==> src/rtl/prog_mem_pkg.sv <==
// rtl/prog_mem_pkg.sv - shared types and constants for the program memory fetch block
// Contents:
//   state_t       : INIT (fill memory) / RUN (serve fetches and loads)
//   DEF_FILL_WORD : default init pattern (HALT opcode)
//   DEF_NOP_WORD  : default instruction returned on an error response
//   rsp_t         : response record {instr, addr, err} carried by the response FIFO
package prog_mem_pkg;

    localparam int RSP_DATA_W = 32;
    localparam int RSP_ADDR_W = 5;

    localparam logic [31:0] DEF_FILL_WORD = 32'h0000_0055;
    localparam logic [31:0] DEF_NOP_WORD  = 32'h0000_0000;

    typedef enum logic {
        ST_INIT = 1'b0,
        ST_RUN  = 1'b1
    } state_t;

    typedef struct packed {
        logic [RSP_DATA_W-1:0] instr;
        logic [RSP_ADDR_W-1:0] addr;
        logic                  err;
    } rsp_t;

endpackage

==> src/rtl/prog_mem_rsp_fifo.sv <==
// rtl/prog_mem_rsp_fifo.sv - two-entry synchronous response FIFO with flush
// Ports:
//   clk, reset : clock, synchronous active-high reset
//   i_flush    : empty the FIFO this cycle (wins over push/pop)
//   i_push     : write i_data at the tail
//   i_data     : response record to store
//   i_pop      : retire the head entry
//   o_head     : head entry (registered storage, no path from inputs)
//   o_count    : number of valid entries (0..2)
module prog_mem_rsp_fifo
    import prog_mem_pkg::*;
(
    input  logic       clk,
    input  logic       reset,
    input  logic       i_flush,
    input  logic       i_push,
    input  rsp_t       i_data,
    input  logic       i_pop,
    output rsp_t       o_head,
    output logic [1:0] o_count
);

    rsp_t       r_mem [2];
    logic       r_wptr;
    logic       r_rptr;
    logic [1:0] r_count;

    logic w_pop;
    logic w_push;

    assign w_pop  = i_pop && (r_count != 2'd0);
    // A push into a full FIFO is only legal when the head leaves in the same cycle.
    assign w_push = i_push && ((r_count != 2'd2) || w_pop);

    always_ff @(posedge clk) begin
        if (reset) begin
            r_mem[0] <= '0;
            r_mem[1] <= '0;
            r_wptr   <= 1'b0;
            r_rptr   <= 1'b0;
            r_count  <= 2'd0;
        end else if (i_flush) begin
            r_wptr  <= 1'b0;
            r_rptr  <= 1'b0;
            r_count <= 2'd0;
        end else begin
            if (w_push) begin
                r_mem[r_wptr] <= i_data;
                r_wptr        <= ~r_wptr;
            end
            if (w_pop) begin
                r_rptr <= ~r_rptr;
            end
            r_count <= r_count + {1'b0, w_push} - {1'b0, w_pop};
        end
    end

    assign o_head  = r_mem[r_rptr];
    assign o_count = r_count;

endmodule

==> src/rtl/prog_mem_fetch.sv <==
// rtl/prog_mem_fetch.sv - loadable instruction memory with valid/ready fetch port and response buffer
// Optional feature macro: PROG_MEM_PARITY_EN (stores an even-parity bit per word, checked on fetch)
// Ports:
//   clk, reset                         : clock, synchronous active-high reset
//   i_req_valid/o_req_ready/i_req_addr : fetch request handshake and address
//   o_rsp_valid/i_rsp_ready            : response handshake (head of 2-entry FIFO)
//   o_rsp_instr/o_rsp_addr/o_rsp_err   : fetched word, its address, range/parity error
//   i_flush                            : drop buffered responses and this cycle's fetch
//   i_ld_en/i_ld_addr/i_ld_data        : runtime load port, o_ld_ready when accepted
//   o_init_done                        : memory fill finished
//   o_par_err                          : sticky parity error flag
module prog_mem_fetch
    import prog_mem_pkg::*;
#(
    parameter int                DATA_W    = RSP_DATA_W,
    parameter int                ADDR_W    = RSP_ADDR_W,
    parameter int                DEPTH     = 32,
    parameter logic [DATA_W-1:0] FILL_WORD = DEF_FILL_WORD,
    parameter logic [DATA_W-1:0] NOP_WORD  = DEF_NOP_WORD
) (
    input  logic              clk,
    input  logic              reset,
    input  logic              i_req_valid,
    output logic              o_req_ready,
    input  logic [ADDR_W-1:0] i_req_addr,
    output logic              o_rsp_valid,
    input  logic              i_rsp_ready,
    output logic [DATA_W-1:0] o_rsp_instr,
    output logic [ADDR_W-1:0] o_rsp_addr,
    output logic              o_rsp_err,
    input  logic              i_flush,
    input  logic              i_ld_en,
    input  logic [ADDR_W-1:0] i_ld_addr,
    input  logic [DATA_W-1:0] i_ld_data,
    output logic              o_ld_ready,
    output logic              o_init_done,
    output logic              o_par_err
);

`ifdef PROG_MEM_PARITY_EN
    localparam int MEM_W = DATA_W + 1;
`else
    localparam int MEM_W = DATA_W;
`endif
    localparam logic [ADDR_W:0]   DEPTH_L  = (ADDR_W + 1)'(DEPTH);
    localparam logic [ADDR_W-1:0] CNT_LAST = ADDR_W'(DEPTH - 1);

    function automatic logic [MEM_W-1:0] f_encode(input logic [DATA_W-1:0] d);
`ifdef PROG_MEM_PARITY_EN
        return {^d, d};
`else
        return d;
`endif
    endfunction

    // No reset on the array: INIT is the only thing that defines its contents.
    logic [MEM_W-1:0] r_mem [DEPTH];

    state_t            r_state;
    state_t            w_state_nxt;
    logic [ADDR_W-1:0] r_cnt;
    logic [ADDR_W-1:0] w_cnt_nxt;

    logic              w_run;
    logic              w_we;
    logic [ADDR_W-1:0] w_waddr;
    logic [MEM_W-1:0]  w_wdata;
    logic              w_ld_in_range;
    logic              w_rd_in_range;
    logic [MEM_W-1:0]  w_rd_word;
    logic              w_par_bad;
    logic              w_pop;
    logic [1:0]        w_count;
    logic [1:0]        w_count_after_pop;
    logic              w_accept;
    logic              w_push;
    rsp_t              w_push_data;
    rsp_t              w_head;

    always_ff @(posedge clk) begin
        if (reset) begin
            r_state <= ST_INIT;
            r_cnt   <= '0;
        end else begin
            r_state <= w_state_nxt;
            r_cnt   <= w_cnt_nxt;
        end
    end

    always_comb begin
        w_state_nxt = r_state;
        w_cnt_nxt   = r_cnt;
        case (r_state)
            ST_INIT: begin
                w_cnt_nxt = r_cnt + 1'b1;
                if (r_cnt == CNT_LAST) begin
                    w_state_nxt = ST_RUN;
                end
            end
            default: begin
                w_state_nxt = ST_RUN;
            end
        endcase
    end

    assign w_run       = (r_state == ST_RUN);
    assign o_init_done = w_run;
    assign o_ld_ready  = w_run;

    // Single write port shared by the init fill and the runtime load.
    assign w_ld_in_range = ({1'b0, i_ld_addr} < DEPTH_L);

    always_comb begin
        w_we    = 1'b0;
        w_waddr = r_cnt;
        w_wdata = f_encode(FILL_WORD);
        if (!w_run) begin
            w_we = 1'b1;
        end else if (i_ld_en && w_ld_in_range) begin
            w_we    = 1'b1;
            w_waddr = i_ld_addr;
            w_wdata = f_encode(i_ld_data);
        end
    end

    always_ff @(posedge clk) begin
        if (w_we) begin
            r_mem[w_waddr] <= w_wdata;
        end
    end

    // The read is combinational in the accept cycle; its result lands in the
    // FIFO at the closing edge, so rsp_valid follows one cycle after accept.
    assign w_rd_in_range = ({1'b0, i_req_addr} < DEPTH_L);
    assign w_rd_word     = w_rd_in_range ? r_mem[i_req_addr] : f_encode(NOP_WORD);

`ifdef PROG_MEM_PARITY_EN
    assign w_par_bad = w_rd_in_range && (^w_rd_word);
`else
    assign w_par_bad = 1'b0;
`endif

    assign w_pop             = (w_count != 2'd0) && i_rsp_ready;
    assign w_count_after_pop = w_count - {1'b0, w_pop};
    assign o_req_ready       = w_run && !i_ld_en && (w_count_after_pop <= 2'd1);
    assign w_accept          = i_req_valid && o_req_ready;
    assign w_push            = w_accept && !i_flush;

    assign w_push_data.instr = RSP_DATA_W'(w_rd_in_range ? w_rd_word[DATA_W-1:0] : NOP_WORD);
    assign w_push_data.addr  = RSP_ADDR_W'(i_req_addr);
    assign w_push_data.err   = !w_rd_in_range || w_par_bad;

    prog_mem_rsp_fifo u_rsp_fifo (
        .clk     (clk),
        .reset   (reset),
        .i_flush (i_flush),
        .i_push  (w_push),
        .i_data  (w_push_data),
        .i_pop   (w_pop),
        .o_head  (w_head),
        .o_count (w_count)
    );

    assign o_rsp_valid = (w_count != 2'd0);
    assign o_rsp_instr = DATA_W'(w_head.instr);
    assign o_rsp_addr  = ADDR_W'(w_head.addr);
    assign o_rsp_err   = w_head.err;

`ifdef PROG_MEM_PARITY_EN
    logic r_par_err;
    always_ff @(posedge clk) begin
        if (reset) begin
            r_par_err <= 1'b0;
        end else if (w_push && w_par_bad) begin
            r_par_err <= 1'b1;
        end
    end
    assign o_par_err = r_par_err;
`else
    assign o_par_err = 1'b0;
`endif

endmodule
==> config.mk <==
export PLATFORM = sky130hd
export DESIGN_NAME = prog_mem_fetch
export DESIGN_NICKNAME = d
export VERILOG_FILES = /design/src/rtl/prog_mem_pkg.sv /design/src/rtl/prog_mem_rsp_fifo.sv /design/src/rtl/prog_mem_fetch.sv
export SDC_FILE = /design/constraint.sdc
export NUM_CORES = 1
export LEC_CHECK = 0
export BUFFER_PORTS_ARGS = -buffer_cell sky130_fd_sc_hd__buf_4
export CORE_ASPECT_RATIO = 1.25
export CORE_UTILIZATION = 45
export DETAILED_ROUTE_END_ITERATION = 8
export GPL_ROUTABILITY_DRIVEN = 0
export MAX_ROUTING_LAYER = met4
export PLACE_DENSITY = 0.63
export SKIP_CTS_REPAIR_TIMING = 1
export SLEW_MARGIN = 20
export SYNTH_ARGS = -nofsm -noshare
export SYNTH_HDL_FRONTEND = slang
export SYNTH_HIERARCHICAL = 1
export SYNTH_SLANG_ARGS = --single-unit
==> constraint.sdc <==
create_clock -name clk -period 4.3 [get_ports clk]
set_input_delay 1.29 -clock clk [delete_from_list [all_inputs] [get_ports clk]]
set_output_delay 1.29 -clock clk [all_outputs]
set_load 0.01 [all_outputs]
=== Word-level counts from Yosys, hierarchy flattened ===
Memory sizes are Yosys's and may differ from the RTL's. A register that Yosys moved wholly into a read port is not among the register bits.
Cells that the tools add are included.

* Input port bits: 48
* Bits in latches: 0
* Bits in read-only memories: 0
* Memories kept: 2
* Bits in registers: 10
* Output and inout bits: 43
* Word-level logic and storage cells: 50
* Memory bits (writable): 1,098

* Multiplexer cells: 21
* Equal/unequal tests: 2
* Reductions and logical operators: 13
* Magnitude comparators: 1
* Shifts and indexed selects: 0
* Multiply operators: 0
* Div/mod/pow operators: 0
* $add $sub $neg: 4
* Bitwise gates (word level): 2

{| class="wikitable"
|+ Memories
! memory !! words !! bits a word !! rd ports !! clocked after memory_dff !! wr ports !! RTL line !! source
|-
| r_mem || 32 || 32 || 1 || 0 || 1 || prog_mem_fetch.sv:57 || <nowiki>logic [MEM_W-1:0] r_mem [DEPTH];</nowiki>
|-
| u_rsp_fifo.r_mem || 2 || 37 || 1 || 1 || 2 || prog_mem_rsp_fifo.sv:23 || <nowiki>rsp_t r_mem [2];</nowiki>
|}

{| class="wikitable"
|+ Operators with widths
! operator !! count
|-
| $mux 32 || 2
|-
| $mux 37 || 1
|-
| $reduce_or 37->1 || 1
|-
| $mux 1 || 16
|-
| $mux 5 || 2
|-
| $logic_and 1x1->1 || 7
|-
| $add 5x1->5 const B || 1
|-
| $eq 5x5->1 const B || 1
|-
| $sub 2x1->2 || 2
|-
| $add 2x1->2 || 1
|-
| $le 2x1->1 const B || 1
|-
| $logic_not 1->1 || 2
|-
| $ne 2x2->1 const B || 1
|-
| $not 1->1 || 2
|-
| $reduce_bool 2->1 || 1
|-
| $reduce_or 2->1 || 1
|-
| $logic_or 1x1->1 || 1
|}

=== Logic depth before layout (Yosys ltp) ===
Gate-level depths: netlist of the first run.

* Word-level depth: 14
* Mapped depth: 11
* Depth with buffers taken out: 11

=== Hierarchy ===
Netlist of the first run, hierarchy kept.

{| class="wikitable"
|+ Modules (own cells, without submodules)
! module !! area an instance (sq um) !! cells an instance !! sequential area each (sq um) !! instances
|-
| prog_mem_fetch || 40,498.8 || 2,324 || 30,869.6 || 1
|-
| prog_mem_rsp_fifo || 3,570.9 || 228 || 2,382.3 || 1
|}

=== Least setup slack after synthesis of the first run ===
OpenSTA, ideal clock, no wires.

* Path kind: input to register
* Start: input i_rsp_ready
* End: memory u_rsp_fifo/r_mem[1][0] (netlist name), enable pin
* Cell stages on the path: 8
* Slack: 0.256 ns
* Required time: 3.903 ns
* Library setup time: 0.397 ns
* Path buffers: 1
* Data arrival time: 3.647 ns
* Cell sequence: and2_1 -> ha_1 -> xor2_1 -> nor3b_1 -> and3b_1 -> and4b_4 -> buf_6 -> or2_1

{| class="wikitable"
|+ RTL lines
! element !! RTL line !! source
|-
| from (decl) || prog_mem_fetch.sv:27 || <nowiki>input logic i_rsp_ready,</nowiki>
|-
| to (decl) || prog_mem_rsp_fifo.sv:23 ||
|}

=== Worst setup path in the final report of the first run ===
* Start: input i_rsp_ready
* End: output o_req_ready

* Cells in the longest elaborated chain, start to end: 4

{| class="wikitable"
|+ RTL lines
! element !! RTL line !! source
|-
| $logic_and 1x1->1 || prog_mem_fetch.sv:143 || <nowiki>assign w_pop = (w_count != 2'd0) && i_rsp_ready;</nowiki>
|-
| named net w_pop || prog_mem_fetch.sv:72 || <nowiki>logic w_pop;</nowiki>
|-
| $sub 2x1->2 || prog_mem_fetch.sv:144 || <nowiki>assign w_count_after_pop = w_count - {1'b0, w_pop};</nowiki>
|-
| $le 2x1->1 || prog_mem_fetch.sv:145 || <nowiki>assign o_req_ready = w_run && !i_ld_en && (w_count_after_pop <= 2'd1);</nowiki>
|-
| $logic_and 1x1->1 || prog_mem_fetch.sv:145 ||
|-
| to (decl) || prog_mem_fetch.sv:24 || <nowiki>output logic o_req_ready,</nowiki>
|}

The timed path passes the listed nets, and every way through them passes these cells.

==> out/summary.txt, run 1 <==
top-count cell post-synth -> edfxtp_1
mux contribution to synthesized area -> 0.1269
most used cell along the critical path -> buf_4
largest family of logic cells by synthesized area -> multiplexers
Post-synth EDFFs -> 1100
Synth area leaders -> edfxtp_1, mux2i_1, a22oi_1
CP Max Fanout -> 3
initial core utilization -> 0.4533
FF+latch count, synth -> 1111
layout cells sized above 1 -> 0.1664
CTS H-tree depth -> 3
Top FF cell, synth -> edfxtp_1
GRT Overall Usage -> 0.2223
CP cell instances -> buf_4, and2_1, ha_1, xor2_1, nor3b_1, buf_4
ant diodes -> 0
setup repair after global routing missed its margin -> false
run status -> complete, no violations
global-route wire length before repair -> 154700 µm
Crit path arrival time -> 2.35 ns
routed vias -> 23210
Fmax achieved -> 274.8 MHz
crit path max-delay cell type -> nor3b_1
Area Growth Syn to Fin -> 14.37%
# rows -> 128
DRC violations left -> 0
critical path type -> primary input to output pin
clock tree buffer depth -> 3
Async S/R FF share, synth -> 0
Static Leakage -> 17.18 nW
Post-DP Area -> 47120 µm²
sequential area share after synthesis -> 0.7545
Clk Latency, worst-skew pair -> 0.68 ns
CTS root buffer -> clkbuf_16
crit-path leading delay family -> simple AND/OR/NAND/NOR gates
PnR worst setup slack -> 0.6607 ns
Yosys warning count -> 6
CTS Buf Count -> 103
Pwr Density -> 433.7 nW/µm²
Fin. Hold Viols -> 0
cell area after synthesis -> 44070 µm²
post-synthesis compound-gate area fraction -> 0.04602
# nets final -> 2773
CORE AREA -> 97210 µm²
Final HPWL DP -> 61000 µm
slowest stage delay, CP -> 0.25 ns
Setup violations, final -> 0
Die ar. -> 99200 µm²
Post-Synth Simple-Gate Area -> 0.04906
TritonCTS Sinks -> 1111
antenna-violating nets left -> 0
slew at the pin with the worst max-slew slack -> 1.126 ns
Sum Neg Setup Slack -> 0 ns
WL per Instance -> 25.99 µm
Synth area leader -> edfxtp_1
Adder-Cell Fraction of Synth Area -> 0.001420
largest net degree at the start of global routing -> 67
Synth cell types -> 47
Peak VDD IR -> 0.2916 mV
clock-pin slew on the worst setup and hold paths -> 0.06 ns
io pins -> 91
# Max-Cap Violations -> 0
Buf/Inv on CP -> 2
DP Worst Slack -> 0.5081 ns
xor-xnor portion of the synthesized cell area -> 0.001391
post-layout min period -> 3.639 ns
TritonCTS clock tree -> built
total iterations of the first detailed-routing run -> 5
Chip Height -> 351.9 µm
DRT iter0 DRCs -> 2216
skew final -> 0.01588 ns
Slew HR -> 0.2490
CP Capture Type -> output pin
fin crit share -> 0.8464
DR vias/cell -> 5.662
post-synthesis cell count -> 2552
Critical Path RT -> 3.01 ns
fin area -> 50400 µm²
Critical Path Source Type -> primary input
Hold WC Path Type -> flip-flop to flip-flop
Cells after DPL -> 3915
Routed WL -> 106600 µm
vias in the first global route -> 23410
port bufs -> 89
total gr overflow -> 0
synth cell count leaders -> edfxtp_1, mux2i_1, nand2_1, a21oi_1, nand3_1
Pins Over Slew Limit -> 0
area share of the largest cell type after synthesis -> 0.7495
Layout Cells excl Fill -> 4100
antenna violations before repair -> 2
overall die width -> 281.9 µm
Layout fillers -> 7799
Syn Area/Cell -> 17.27 µm²
## kinds of logic after synthesis
logic type / count (synthesis)
DFF: 1111
muxes: 554
and+or+nand+nor: 423
AOI/OAI and AO/OA: 298
buffers and inverters: 153
xor gates and xnor gates: 7
adders and majority gates: 5
other: 1
## metrics by stage
stage / util / hold slack [ns] / power (mW)
floorplan: - / 0.4402 / 12.76
global placement: 0.4847 / 0.4525 / 13.18
detailed placement: 0.4847 / 0.4722 / 13.19
CTS: 0.5184 / 0.4808 / 22.01
global route: 0.5185 / 0.4954 / 22.47
finish: 0.5185 / 0.4828 / 21.86
## flip-flops by register name, indices dropped and copies added, names as in the netlist, named ones only
register,flops
r_cnt,5
r_mem,1024
u_rsp_fifo/r_wptr,1
u_rsp_fifo/r_rptr,1
o_init_done,1
u_rsp_fifo/o_count,2
u_rsp_fifo/r_mem,76
## final timing paths
kind / from / endpoint / slack [ns] / depth (start not counted)
worst min-delay path: u_rsp_fifo/r_wptr$_SDFFE_PP0N_ / u_rsp_fifo/r_wptr$_SDFFE_PP0N_ / 0.48 / 2
worst max-delay path: i_rsp_ready / o_req_ready / 0.66 / 6
worst max register to register: u_rsp_fifo/o_count[1]$_SDFF_PP0_ / u_rsp_fifo/r_mem[1][25]$_SDFFCE_PN0P_ / 1.44 / 9
worst min register to register: u_rsp_fifo/r_wptr$_SDFFE_PP0N_ / u_rsp_fifo/r_wptr$_SDFFE_PP0N_ / 0.48 / 2
## worst register-to-register path, delay by kind of cell (launching register included)
family | cells | cell delay [ns]
simple gates | 6 | 1.57
flops | 1 | 0.36
buf+inv | 1 | 0.23
fa+ha+maj | 1 | 0.22
xor+xnor | 1 | 0.15
## area by class of cell
class	instances	area (µm²)	share of cell area
Tap cell	1300	1627	0.03227
Clock buffer	119	2701	0.05360
Multi-Input combinational cell	1290	10200	0.2025
Timing Repair Buffer	210	2022	0.04012
Sequential cell	1111	33250	0.6598
Inverter	4	15.01	0.0002979
Clock inverter	66	576.8	0.01144
## metal layers
metal	track usage	wire (µm)	vias to the layer above
met4	0.06943	2668	0
li1	-	-	10350
met1	0.2788	43970	12010
met3	0.02252	5496	156
met2	0.3799	54420	699
met5	-	0	-
## cells in the final DEF (no fill, tap or decap), drive strengths merged, types with 4 or more instances in the layout
cell type / instances
a21oi: 97
nor2: 44
inv: 6
clkinv: 48
xnor2: 4
or2: 8
and3: 29
a22oi: 96
nor2b: 4
edfxtp: 1100
a31oi: 33
a22o: 64
bufinv: 10
ha: 5
and2: 80
mux2i: 515
buf: 210
clkbuf: 119
mux2: 39
nand2b: 4
dfxtp: 11
nand2: 112
nor3: 35
nand3: 97
clkinvlp: 6
## report_power, final
group	switching (mW)	internal, mW
Combinational	0.672	0.380
Clock	3.82	5.07
Sequential	0.0338	11.9
Total	4.53	17.3
(Power assumes the default switching activity.)
==> run 2: changes to the inputs <==
--- a/config.mk
+++ b/config.mk
@@ -11,7 +11,7 @@
 export DETAILED_ROUTE_END_ITERATION = 8
 export GPL_ROUTABILITY_DRIVEN = 0
 export MAX_ROUTING_LAYER = met4
-export PLACE_DENSITY = 0.63
+export PLACE_DENSITY = 0.66
 export SKIP_CTS_REPAIR_TIMING = 1
 export SLEW_MARGIN = 20
 export SYNTH_ARGS = -nofsm -noshare
==> constraint.sdc (replaced) <==
create_clock -name clk -period 3.3 [get_ports clk]
set_input_delay 0.99 -clock clk [delete_from_list [all_inputs] [get_ports clk]]
set_output_delay 0.99 -clock clk [all_outputs]
set_load 0.01 [all_outputs]
==> run 2 against run 1 <==
Effect of this change: count of clock-buffer cells in the layout down 1; critical path depth did not move; critical path type is now flip-flop to output pin; clock power grew 23%; core utilization up 0.56 points; combinational power up 36%; sequential cell count is the same; largest cell class unchanged; sequential power rose by 30%.
==> out/summary.txt, run 2 (synthesized netlist as in run 1, its figures left out) <==
io pins -> 91 (unchanged)
top flop regs -> r_mem (1024), u_rsp_fifo/r_mem (76), r_cnt (5) (unchanged)
Die ar. -> 99200 µm² (unchanged)
R2R Path End -> u_rsp_fifo/r_mem[1][21]$_SDFFCE_PN0P_ (was u_rsp_fifo/r_mem[1][25]$_SDFFCE_PN0P_)
reg2reg setup slack -> 0.69 ns (was 1.44 ns)
Multi-input gate area -> 10220 µm² (was 10200 µm²)
Pins Over Slew Limit -> 0 (unchanged)
Most flops, register -> r_mem (unchanged)
overall die width -> 281.9 µm (unchanged)
Final HPWL DP -> 64480 µm (was 61000 µm)
Area Growth Syn to Fin -> 15.60% (was 14.37%)
Fin. Hold Viols -> 0 (unchanged)
Critical Path Source Type -> flip-flop (was primary input)
Clk Latency, worst-skew pair -> 0.68 ns (about the same)
CP endpoint -> o_req_ready (unchanged)
slowest stage delay, CP -> 0.34 ns (was 0.25 ns)
setup repair after global routing missed its margin -> false (unchanged)
Tot Pwr -> 27.81 mW (was 21.86 mW)
routed vias -> 23480 (was 23210)
post-layout min period -> 3.194 ns
layout cells sized above 1 -> 0.1851 (was 0.1664)
global-route wire length before repair -> 153200 µm (was 154700 µm)
total gr overflow -> 0 (unchanged)
Reg-to-Reg Start -> u_rsp_fifo/o_count[1]$_SDFF_PP0_ (unchanged)
Chip Height -> 351.9 µm (unchanged)
clock tree buffer depth -> 3 (unchanged)
Hold WC Path Type -> flip-flop to flip-flop (unchanged)
WL per Instance -> 25.59 µm (was 25.99 µm)
TritonCTS Sinks -> 1111 (unchanged)
run status -> complete, no violations (unchanged)
# rows -> 128 (unchanged)
port bufs -> 89 (unchanged)
clock-pin slew on the worst setup and hold paths -> 0.06 ns (about the same)
CTS root buffer -> clkbuf_16 (unchanged)
crit path max-delay cell type -> dfxtp_2 (was nor3b_1)
Layout fillers -> 7656 (was 7799)
Crit path arrival time -> 2.20 ns (was 2.35 ns)
max reg flops -> 1024 (unchanged)
CORE AREA -> 97210 µm² (unchanged)
# nets final -> 2831 (was 2773)
Slew HR -> 0.2479 (was 0.2490)
Static Leakage -> 17.47 nW (was 17.18 nW)
Reg2Reg Depth -> 9 (unchanged)
Setup violations, final -> 0 (unchanged)
CP startpoint -> u_rsp_fifo/o_count[1]$_SDFF_PP0_ (was i_rsp_ready)
Storage cell area -> 33260 µm² (was 33250 µm²)
Core Util, Final -> 0.5241 (was 0.5185)
skew final -> 0.02106 ns (was 0.01588 ns)
CP Max Fanout -> 5 (was 3)
TritonCTS clock tree -> built (unchanged)
largest net degree at the start of global routing -> 56 (was 67)
CP cell instances -> or2_2, and2_4, ha_1, xor2_1, nor3b_2, buf_4 (was buf_4, and2_1, ha_1, xor2_1, nor3b_1, buf_4)
CTS Buf Count -> 97 (was 103)
Peak VDD IR -> 0.3740 mV (was 0.2916 mV)
CP Capture Type -> output pin (unchanged)
Layout Cells excl Fill -> 4153 (was 4100)
DR vias/cell -> 5.654 (was 5.662)
initial core utilization -> 0.4533 (unchanged)
# Max-Cap Violations -> 0 (unchanged)
critical path type -> flip-flop to output pin (was primary input to output pin)
DRT iter0 DRCs -> 2081 (was 2216)
fin crit share -> 0.9677
slew at the pin with the worst max-slew slack -> 1.128 ns (was 1.126 ns)
commonest non-fill, non-tap cell in the layout -> edfxtp_1 (unchanged)
ant diodes -> 0 (unchanged)
Cells after DPL -> 3979 (was 3915)
antenna violations before repair -> 2 (unchanged)
Fmax achieved -> 313.1 MHz
Critical Path RT -> 2.31 ns (was 3.01 ns)
commonest cells after routing, fill and taps aside -> edfxtp_1, mux2i_1, buf_4, nand2_1, clkbuf_16 (unchanged)
DRC violations left -> 0 (unchanged)
total iterations of the first detailed-routing run -> 6 (was 5)
Pwr Density -> 545.9 nW/µm² (was 433.7 nW/µm²)
Routed WL -> 106300 µm (was 106600 µm)
GRT Overall Usage -> 0.2200 (was 0.2223)
antenna-violating nets left -> 0 (unchanged)
CTS H-tree depth -> 3 (unchanged)
vias in the first global route -> 23580 (was 23410)
[run 2: worst min-delay path by stage]
stage | from | endpoint | slack (ns) | cells past startpoint
after global placement | u_rsp_fifo/r_wptr$_SDFFE_PP0N_ | u_rsp_fifo/r_wptr$_SDFFE_PP0N_ | 0.46 | 2
after floorplan | u_rsp_fifo/r_wptr$_SDFFE_PP0N_ | u_rsp_fifo/r_wptr$_SDFFE_PP0N_ | 0.44 | 2
final | u_rsp_fifo/r_wptr$_SDFFE_PP0N_ | u_rsp_fifo/r_wptr$_SDFFE_PP0N_ | 0.48 | 2
after global routing | i_flush | flip-flop | 0.49 | 2
after CTS | i_flush | flip-flop | 0.47 | 2
after detailed placement | u_rsp_fifo/r_wptr$_SDFFE_PP0N_ | u_rsp_fifo/r_wptr$_SDFFE_PP0N_ | 0.48 | 2
[run 2: power by group]
group          internal (mW)  switching [mW]
registers               15.5          0.0442
logic                  0.546           0.889
clock network           5.95            4.91
total                   22.0            5.84
[run 2: per-layer routing]
layer	global-route usage	vias up	share of wire
li1	-	10450	-
met1	0.2642	12030	0.39
met2	0.3824	826	0.52
met3	0.03246	175	0.061
met4	0.06588	0	0.025
met5	-	-	0
[run 2: worst max-delay path: cells and delay by family (launching register included)]
kind	cells	cell delay, ns
adder cells (fa/ha/maj)	1	0.20
AND/OR/NAND/NOR	3	0.68
flip-flops	1	0.34
buffers and inverters	1	0.15
XOR/XNOR	1	0.16
[run 2: layout make-up]
class                           instances  area share
Sequential cell                      1111      0.6528
Clock inverter                         56    0.009136
Multi-Input combinational cell       1290      0.2005
Timing Repair Buffer                  274     0.05550
Clock buffer                          118     0.04981
Inverter                                4   0.0002947
Tap cell                             1300     0.03193
[run 2: metrics by stage]
step | worst slack (ns) | hold WS (ns) | setup TNS [ns] | cell area, µm²
2_1_floorplan | -0.1671 | 0.4402 | -92.90 | 44120
3_3_place_gp | 0.05935 | 0.4580 | 0 | 47930
3_5_place_dp | 0.06216 | 0.4796 | 0 | 47930
4_1_cts | -0.04690 | 0.4668 | -0.04690 | 50930
5_1_grt | 0.03529 | 0.4911 | 0 | 50950
6_report | 0.1064 | 0.4830 | 0 | 50950
